--- config.mk ---
export PLATFORM = sky130hd
export DESIGN_NAME = instr_sequencer
export DESIGN_NICKNAME = d
export VERILOG_FILES = /design/src/rtl/instr_sequencer.sv
export SDC_FILE = /design/constraint.sdc
export NUM_CORES = 1
export LEC_CHECK = 0
export CORE_ASPECT_RATIO = 0.8
export CORE_MARGIN = 3
export CORE_UTILIZATION = 55
export CTS_CLUSTER_SIZE = 8
export DETAILED_ROUTE_END_ITERATION = 12
export GPL_TIMING_DRIVEN = 0
export PLACE_DENSITY = 0.75
export RECOVER_POWER = 50
export SYNTH_ARGS = -nofsm -noshare
export SYNTH_HDL_FRONTEND = slang
export SYNTH_SLANG_ARGS = --single-unit
--- constraint.sdc ---
create_clock -name clk -period 7.9 [get_ports clk]
set_clock_uncertainty 0.05 [all_clocks]
set_input_delay 1.58 -clock clk [delete_from_list [all_inputs] [get_ports clk]]
set_output_delay 1.58 -clock clk [all_outputs]
set_load 0.02 [all_outputs]
--- src/rtl/instr_sequencer.sv ---
`timescale 1ns/1ps
`default_nettype none
// ============================================================================
// Module      : instr_sequencer
// Description : Program-counter owner and fetch sequencer for the 9-bit ISA.
//               Stalls on data-memory accesses, resolves branches through a
//               programmable 16-entry target LUT and qualifies all commits.
//               Optional performance counters: define SEQ_PERF_CNT_EN.
// Revision    : 1.0 - initial release
// ============================================================================
module instr_sequencer #(
    parameter int          PC_W      = 10,
    parameter int          LUT_DEPTH = 16,
    parameter logic [8:0]  HALT_CODE = 9'b001111111
) (
    input  logic            clk,
    input  logic            reset,
    input  logic            start,
    input  logic [8:0]      instr,
    input  logic [1:0]      branch,
    input  logic [3:0]      target_lut,
    input  logic            load_mem,
    input  logic            store_mem,
    input  logic            cond_flag,
    input  logic            mem_ready,
    input  logic            lut_wr_en,
    input  logic [3:0]      lut_wr_idx,
    input  logic [PC_W-1:0] lut_wr_data,
    output logic [PC_W-1:0] pc,
    output logic            mem_req,
    output logic            commit_en,
    output logic            busy,
`ifdef SEQ_PERF_CNT_EN
    output logic [31:0]     cycle_cnt,
    output logic [31:0]     instr_cnt,
`endif
    output logic            done
);

    localparam logic [1:0] c_ST_IDLE     = 2'd0;
    localparam logic [1:0] c_ST_EXEC     = 2'd1;
    localparam logic [1:0] c_ST_MEM_WAIT = 2'd2;
    localparam logic [1:0] c_ST_HALT     = 2'd3;

    logic [1:0]      state_q;
    logic [1:0]      state_d;
    logic [PC_W-1:0] pc_q;
    logic [PC_W-1:0] pc_d;
    logic [PC_W-1:0] lut_q [LUT_DEPTH];
    logic [PC_W-1:0] lut_d [LUT_DEPTH];

    logic            w_is_halt;
    logic            w_is_mem;
    logic            w_br_taken;
    logic [PC_W-1:0] w_pc_inc;
    logic [PC_W-1:0] w_lut_rd;

    assign w_is_halt = (instr == HALT_CODE);
    assign w_is_mem  = load_mem | store_mem;
    assign w_pc_inc  = pc_q + PC_W'(1);
    // Reads come from the registered table, so a same-cycle write is seen next cycle.
    assign w_lut_rd  = lut_q[target_lut];

    always_comb begin
        w_br_taken = 1'b0;
        unique case (branch)
            2'b00:   w_br_taken = 1'b0;
            2'b01:   w_br_taken = cond_flag;
            2'b10:   w_br_taken = ~cond_flag;
            default: w_br_taken = 1'b1;
        endcase
    end

    // ------------------------------------------------------------------
    // State register
    // ------------------------------------------------------------------
    always_ff @(posedge clk or posedge reset) begin
        if (reset) begin
            state_q <= c_ST_IDLE;
            pc_q    <= '0;
        end else begin
            state_q <= state_d;
            pc_q    <= pc_d;
        end
    end

    // ------------------------------------------------------------------
    // Next-state and next-pc logic
    // ------------------------------------------------------------------
    always_comb begin
        state_d = state_q;
        pc_d    = pc_q;
        unique case (state_q)
            c_ST_IDLE: begin
                if (start) begin
                    state_d = c_ST_EXEC;
                    pc_d    = '0;
                end
            end
            c_ST_EXEC: begin
                if (w_is_halt) begin
                    state_d = c_ST_HALT;
                end else if (w_is_mem) begin
                    state_d = c_ST_MEM_WAIT;
                end else if (w_br_taken) begin
                    pc_d = w_lut_rd;
                end else begin
                    pc_d = w_pc_inc;
                end
            end
            c_ST_MEM_WAIT: begin
                if (mem_ready) begin
                    state_d = c_ST_EXEC;
                    pc_d    = w_pc_inc;
                end
            end
            c_ST_HALT: begin
                if (start) begin
                    state_d = c_ST_EXEC;
                    pc_d    = '0;
                end
            end
            default: begin
                state_d = c_ST_IDLE;
                pc_d    = '0;
            end
        endcase
    end

    // ------------------------------------------------------------------
    // Output decode (mem_req rises combinationally in the issuing cycle)
    // ------------------------------------------------------------------
    always_comb begin
        mem_req   = 1'b0;
        commit_en = 1'b0;
        busy      = 1'b0;
        done      = 1'b0;
        unique case (state_q)
            c_ST_EXEC: begin
                busy      = 1'b1;
                mem_req   = ~w_is_halt & w_is_mem;
                commit_en = ~w_is_halt & ~w_is_mem;
            end
            c_ST_MEM_WAIT: begin
                busy      = 1'b1;
                mem_req   = 1'b1;
                commit_en = mem_ready;
            end
            c_ST_HALT: begin
                done = 1'b1;
            end
            default: begin
                busy = 1'b0;
            end
        endcase
    end

    assign pc = pc_q;

    // ------------------------------------------------------------------
    // Branch-target LUT, writable in every state
    // ------------------------------------------------------------------
    always_comb begin
        lut_d = lut_q;
        if (lut_wr_en) begin
            lut_d[lut_wr_idx] = lut_wr_data;
        end
    end

    always_ff @(posedge clk or posedge reset) begin
        if (reset) begin
            for (int i = 0; i < LUT_DEPTH; i++) begin
                lut_q[i] <= '0;
            end
        end else begin
            lut_q <= lut_d;
        end
    end

`ifdef SEQ_PERF_CNT_EN
    logic [31:0] cycle_cnt_q;
    logic [31:0] cycle_cnt_d;
    logic [31:0] instr_cnt_q;
    logic [31:0] instr_cnt_d;
    logic        w_start_acc;
    logic        w_instr_evt;

    assign w_start_acc = start & ((state_q == c_ST_IDLE) | (state_q == c_ST_HALT));
    assign w_instr_evt = commit_en | ((state_q == c_ST_EXEC) & (branch != 2'b00));

    always_comb begin
        cycle_cnt_d = cycle_cnt_q;
        instr_cnt_d = instr_cnt_q;
        if (w_start_acc) begin
            cycle_cnt_d = '0;
            instr_cnt_d = '0;
        end else begin
            // Both counters saturate rather than wrap.
            if (busy && (cycle_cnt_q != '1)) begin
                cycle_cnt_d = cycle_cnt_q + 32'd1;
            end
            if (w_instr_evt && (instr_cnt_q != '1)) begin
                instr_cnt_d = instr_cnt_q + 32'd1;
            end
        end
    end

    always_ff @(posedge clk or posedge reset) begin
        if (reset) begin
            cycle_cnt_q <= '0;
            instr_cnt_q <= '0;
        end else begin
            cycle_cnt_q <= cycle_cnt_d;
            instr_cnt_q <= instr_cnt_d;
        end
    end

    assign cycle_cnt = cycle_cnt_q;
    assign instr_cnt = instr_cnt_q;
`endif

endmodule
`default_nettype wire

==> results.sh <==
export IMPL_status="finished with violations"
export IMPL_failed_checks="max-capacitance violations, max-slew violations"
export IMPL_critical_path_peak_fanout=4
export IMPL_post_cts_resized=0
export IMPL_critical_path_required_ns=6.27
export IMPL_mappedNetlistArea_sq_um=8320
export IMPL_clock_tree_from_tritoncts="built"
export IMPL_final_layout_size_suffix_gt1_frac=0.353
export IMPL_timing_critical_path_arrival_ns=3.38
export IMPL_crit_path_cell_trace="clkdlybuf4s50_1, nand4bb_1, nor3_1, nor2_1, o21ai_0, a21oi_1, clkdlybuf4s50_1"
export IMPL_core_area_sq_um=14500
export IMPL_route_detailed_vias_per_inst=6.28
export IMPL_post_route_period_util=0.635
export IMPL_seqCellArea_sq_um=4300
export IMPL_floorplan_die_area_sq_um=16600
export IMPL_num_vias=5348
export IMPL_peakVddDrop_v=0.000173
export IMPL_grt_first_pass_wirelength_microns=31700
export IMPL_cpMaxStageDelayCell="sky130_fd_sc_hd__clkdlybuf4s50_1"
export IMPL_synth_enable_flop_cells=0
export IMPL_synth_top_cell_area_share=0.517
export IMPL_clkSlewWorstSetupHoldPaths_ns=0.06
export IMPL_area_growth_syn_to_layout_pct=15.7
export IMPL_timing_slew_headroom=-0.316
export IMPL_final_hold_viol_count=0
export IMPL_p_leak_nw=4.11
export IMPL_cts_htree_levels=4
export IMPL_min_delay_path_class="flip-flop to flip-flop"
export IMPL_dp_cells=821
export IMPL_clk_insertion_delay_late_ns=0.43
export IMPL_yosysWarnings=0
export IMPL_route_detailed_wl_per_inst_microns=23.6
export IMPL_die_width_microns=144
export IMPL_tritoncts_num_buffers=17
export IMPL_powerDensity_nw_per_um2=288
export IMPL_global_route_overflow_total=0
export IMPL_post_synthesis_register_bit_count=172
export IMPL_setup_viol_count_final=0
export IMPL_synth_nets=629
export IMPL_cpMostUsedCell="sky130_fd_sc_hd__clkdlybuf4s50_1"
export IMPL_end_kind="output port"
export IMPL_netlist_top_cell_by_area="sky130_fd_sc_hd__dfrtp_1"
export IMPL_max_clock_path_buffers=2
export IMPL_io_pins=51
export IMPL_finalNetCount=697
export IMPL_n_antenna_cell=0
export IMPL_post_cts_repair_setup_buffers=0
export IMPL_grt_use_total=0.255
export IMPL_synth_top_cells_by_area="sky130_fd_sc_hd__dfrtp_1 (52%), sky130_fd_sc_hd__mux2_2 (22%), sky130_fd_sc_hd__mux4_2 (6.2%), sky130_fd_sc_hd__mux2i_1 (2.9%), sky130_fd_sc_hd__mux4_1 (2.5%)"
export IMPL_netlist_instances=588
export IMPL_detail_route_iter0_violations=392
export IMPL_routabilityCongestion=0.902
export IMPL_drc=0
export IMPL_drt_pass1_iter_count=4
export IMPL_hpwl_microns=14000
export IMPL_clock_fmax_mhz=199
export IMPL_floorplan_initialDensity=0.572
export IMPL_synth_avg_cell_area_sq_um=14.1
export IMPL_seq_area_frac_synth=0.517
export IMPL_drtAntennaViolNets=0
export IMPL_route_final_wire_length_microns=20100
export IMPL_synth_most_common_cell="sky130_fd_sc_hd__dfrtp_1"
export IMPL_postCtsHoldBufs=0
export IMPL_cp_top_family="buffers and inverters"
export IMPL_num_fill_cells=1036
export IMPL_number_of_distinct_library_cells_after_synthesis=51
export IMPL_number_of_max_cap_violations=1
export IMPL_setup_worst_path_class="primary input to output port"
export IMPL_std_cell_rows=39
export IMPL_grt_setup_unrepaired="false"
export IMPL_synth_top_cells_by_count="sky130_fd_sc_hd__dfrtp_1 (172), sky130_fd_sc_hd__mux2_2 (164), sky130_fd_sc_hd__mux2i_1 (24), sky130_fd_sc_hd__mux4_2 (23), sky130_fd_sc_hd__clkbuf_1 (20)"
export IMPL_cts_root_buffer_cell="sky130_fd_sc_hd__clkbuf_16"
export IMPL_cp_buffers_inverters=2
export IMPL_cts_num_sinks=172
export IMPL_maximum_number_of_pins_on_one_net_before_global_route_repair=133
export IMPL_ys_dominant_reg_cell="sky130_fd_sc_hd__dfrtp_1"
export IMPL_period_needed_ns=5.01
export IMPL_worst_max_slew_pin_slew_ns=1.96
export IMPL_final_cell_area_sq_um=9630
export IMPL_final_max_slew_violation_count=41
export IMPL_antenna_found_initial=0
export IMPL_synth_async_reset_ratio=1.00
export IMPL_startpoint_type="primary input"
export IMPL_number_of_global_route_vias_before_repair=5586
export IMPL_worst_path_largest_cell_delay_ns=0.62
export IMPL_post_dp_cell_area_sq_um=9060
export IMPL_die_height_microns=116
export IMPL_layout_cells_non_filler=852
export IMPL_combined_area_of_the_multi_input_logic_cells_sq_um=3770
export IMPL_numPortBuffers=48
## per-stage QoR
step / power (mW) / setup TNS, ns / hold slack [ns] / utilization / setup WS [ns]
after floorplan: 1.72 / 0 / 0.420 / - / 1.61
after global placement: 1.93 / -60.04 / 0.429 / 0.621 / -0.367
after detailed placement: 1.97 / 0 / 0.436 / 0.623 / 2.91
after CTS: 2.79 / 0 / 0.450 / 0.663 / 2.89
after global routing: 2.91 / 0 / 0.455 / 0.662 / 2.73
final: 2.78 / 0 / 0.448 / 0.662 / 2.89
## flip-flops by register name (all words and copies together) (netlist names)
register and cells:
lut_q 160, pc 10, state_q 2
## final cells by class
class / instances / area share
buffer: 36 / 0.0221
clock buffer: 23 / 0.0507
clock inverter: 8 / 0.00845
inverter: 8 / 0.00325
multi-input combinational: 372 / 0.392
sequential: 172 / 0.447
tap: 184 / 0.0239
timing repair buffer: 49 / 0.0528
## final timing paths
path / start / to / slack (ns) / cells past startpoint
max: instr[8] / mem_req / 2.89 / 7
min: lut_q[117] / lut_q[117] / 0.45 / 1
max reg2reg: state_q[0] / pc[2] / 5.43 / 8
min reg2reg: lut_q[117] / lut_q[117] / 0.45 / 1
max in group asynchronous: reset / lut_q[110] / 4.43 / 3
min in group asynchronous: reset / lut_q[159] / 2.06 / 2
## layout by cell type, fill, tap and decap left out, types with 4 or more instances in the layout
| master | netlist | final |
|---|---|---|
| sky130_fd_sc_hd__buf_4 | 6 | 6 |
| sky130_fd_sc_hd__dlygate4sd3_1 | 0 | 6 |
| sky130_fd_sc_hd__mux4_2 | 23 | 23 |
| sky130_fd_sc_hd__or4_1 | 7 | 7 |
| sky130_fd_sc_hd__ha_1 | 4 | 4 |
| sky130_fd_sc_hd__clkdlybuf4s50_1 | 0 | 42 |
| sky130_fd_sc_hd__mux2_2 | 164 | 164 |
| sky130_fd_sc_hd__o21ai_0 | 12 | 12 |
| sky130_fd_sc_hd__buf_2 | 6 | 6 |
| sky130_fd_sc_hd__nor2b_1 | 6 | 6 |
| sky130_fd_sc_hd__mux4_1 | 8 | 8 |
| sky130_fd_sc_hd__mux2i_1 | 24 | 24 |
| sky130_fd_sc_hd__nor2_1 | 19 | 19 |
| sky130_fd_sc_hd__o221ai_1 | 6 | 6 |
| sky130_fd_sc_hd__clkbuf_16 | 0 | 17 |
| sky130_fd_sc_hd__a21oi_1 | 9 | 9 |
| sky130_fd_sc_hd__clkbuf_8 | 0 | 4 |
| sky130_fd_sc_hd__nand2_1 | 19 | 19 |
| sky130_fd_sc_hd__nand3_1 | 11 | 11 |
| sky130_fd_sc_hd__clkbuf_1 | 20 | 22 |
| sky130_fd_sc_hd__nand3b_1 | 4 | 4 |
| sky130_fd_sc_hd__dfrtp_1 | 172 | 172 |
| sky130_fd_sc_hd__nand2b_1 | 7 | 7 |
| sky130_fd_sc_hd__inv_1 | 8 | 7 |
## cells by family (layout without fill, tap and decap cells)
| logic type | after synthesis | after routing | synth area share |
|---|---|---|---|
| muxes | 219 | 219 | 0.338 |
| DFF | 172 | 172 | 0.517 |
| and+or+nand+nor | 89 | 89 | 0.0570 |
| AOI/OAI and AO/OA | 56 | 56 | 0.0478 |
| buffers and inverters | 44 | 124 | 0.0292 |
| adders and majority gates | 4 | 4 | 0.00602 |
| xor gates and xnor gates | 4 | 4 | 0.00421 |
## power by group
part           internal, mW  switching (mW)
logic                 0.382           0.353
clock network         0.467           0.344
registers              1.10           0.133
## routing by layer
layer  wire, microns  GRT usage  vias up  share of wire
li1                -          -     2357              -
met1            9300      0.366     2801           0.46
met2            9410      0.395      162           0.47
met3            1140     0.0594       28          0.056
met4             269     0.0728        0          0.013
met5               0          0        -              0
Power figures use the tool's default switching activity.
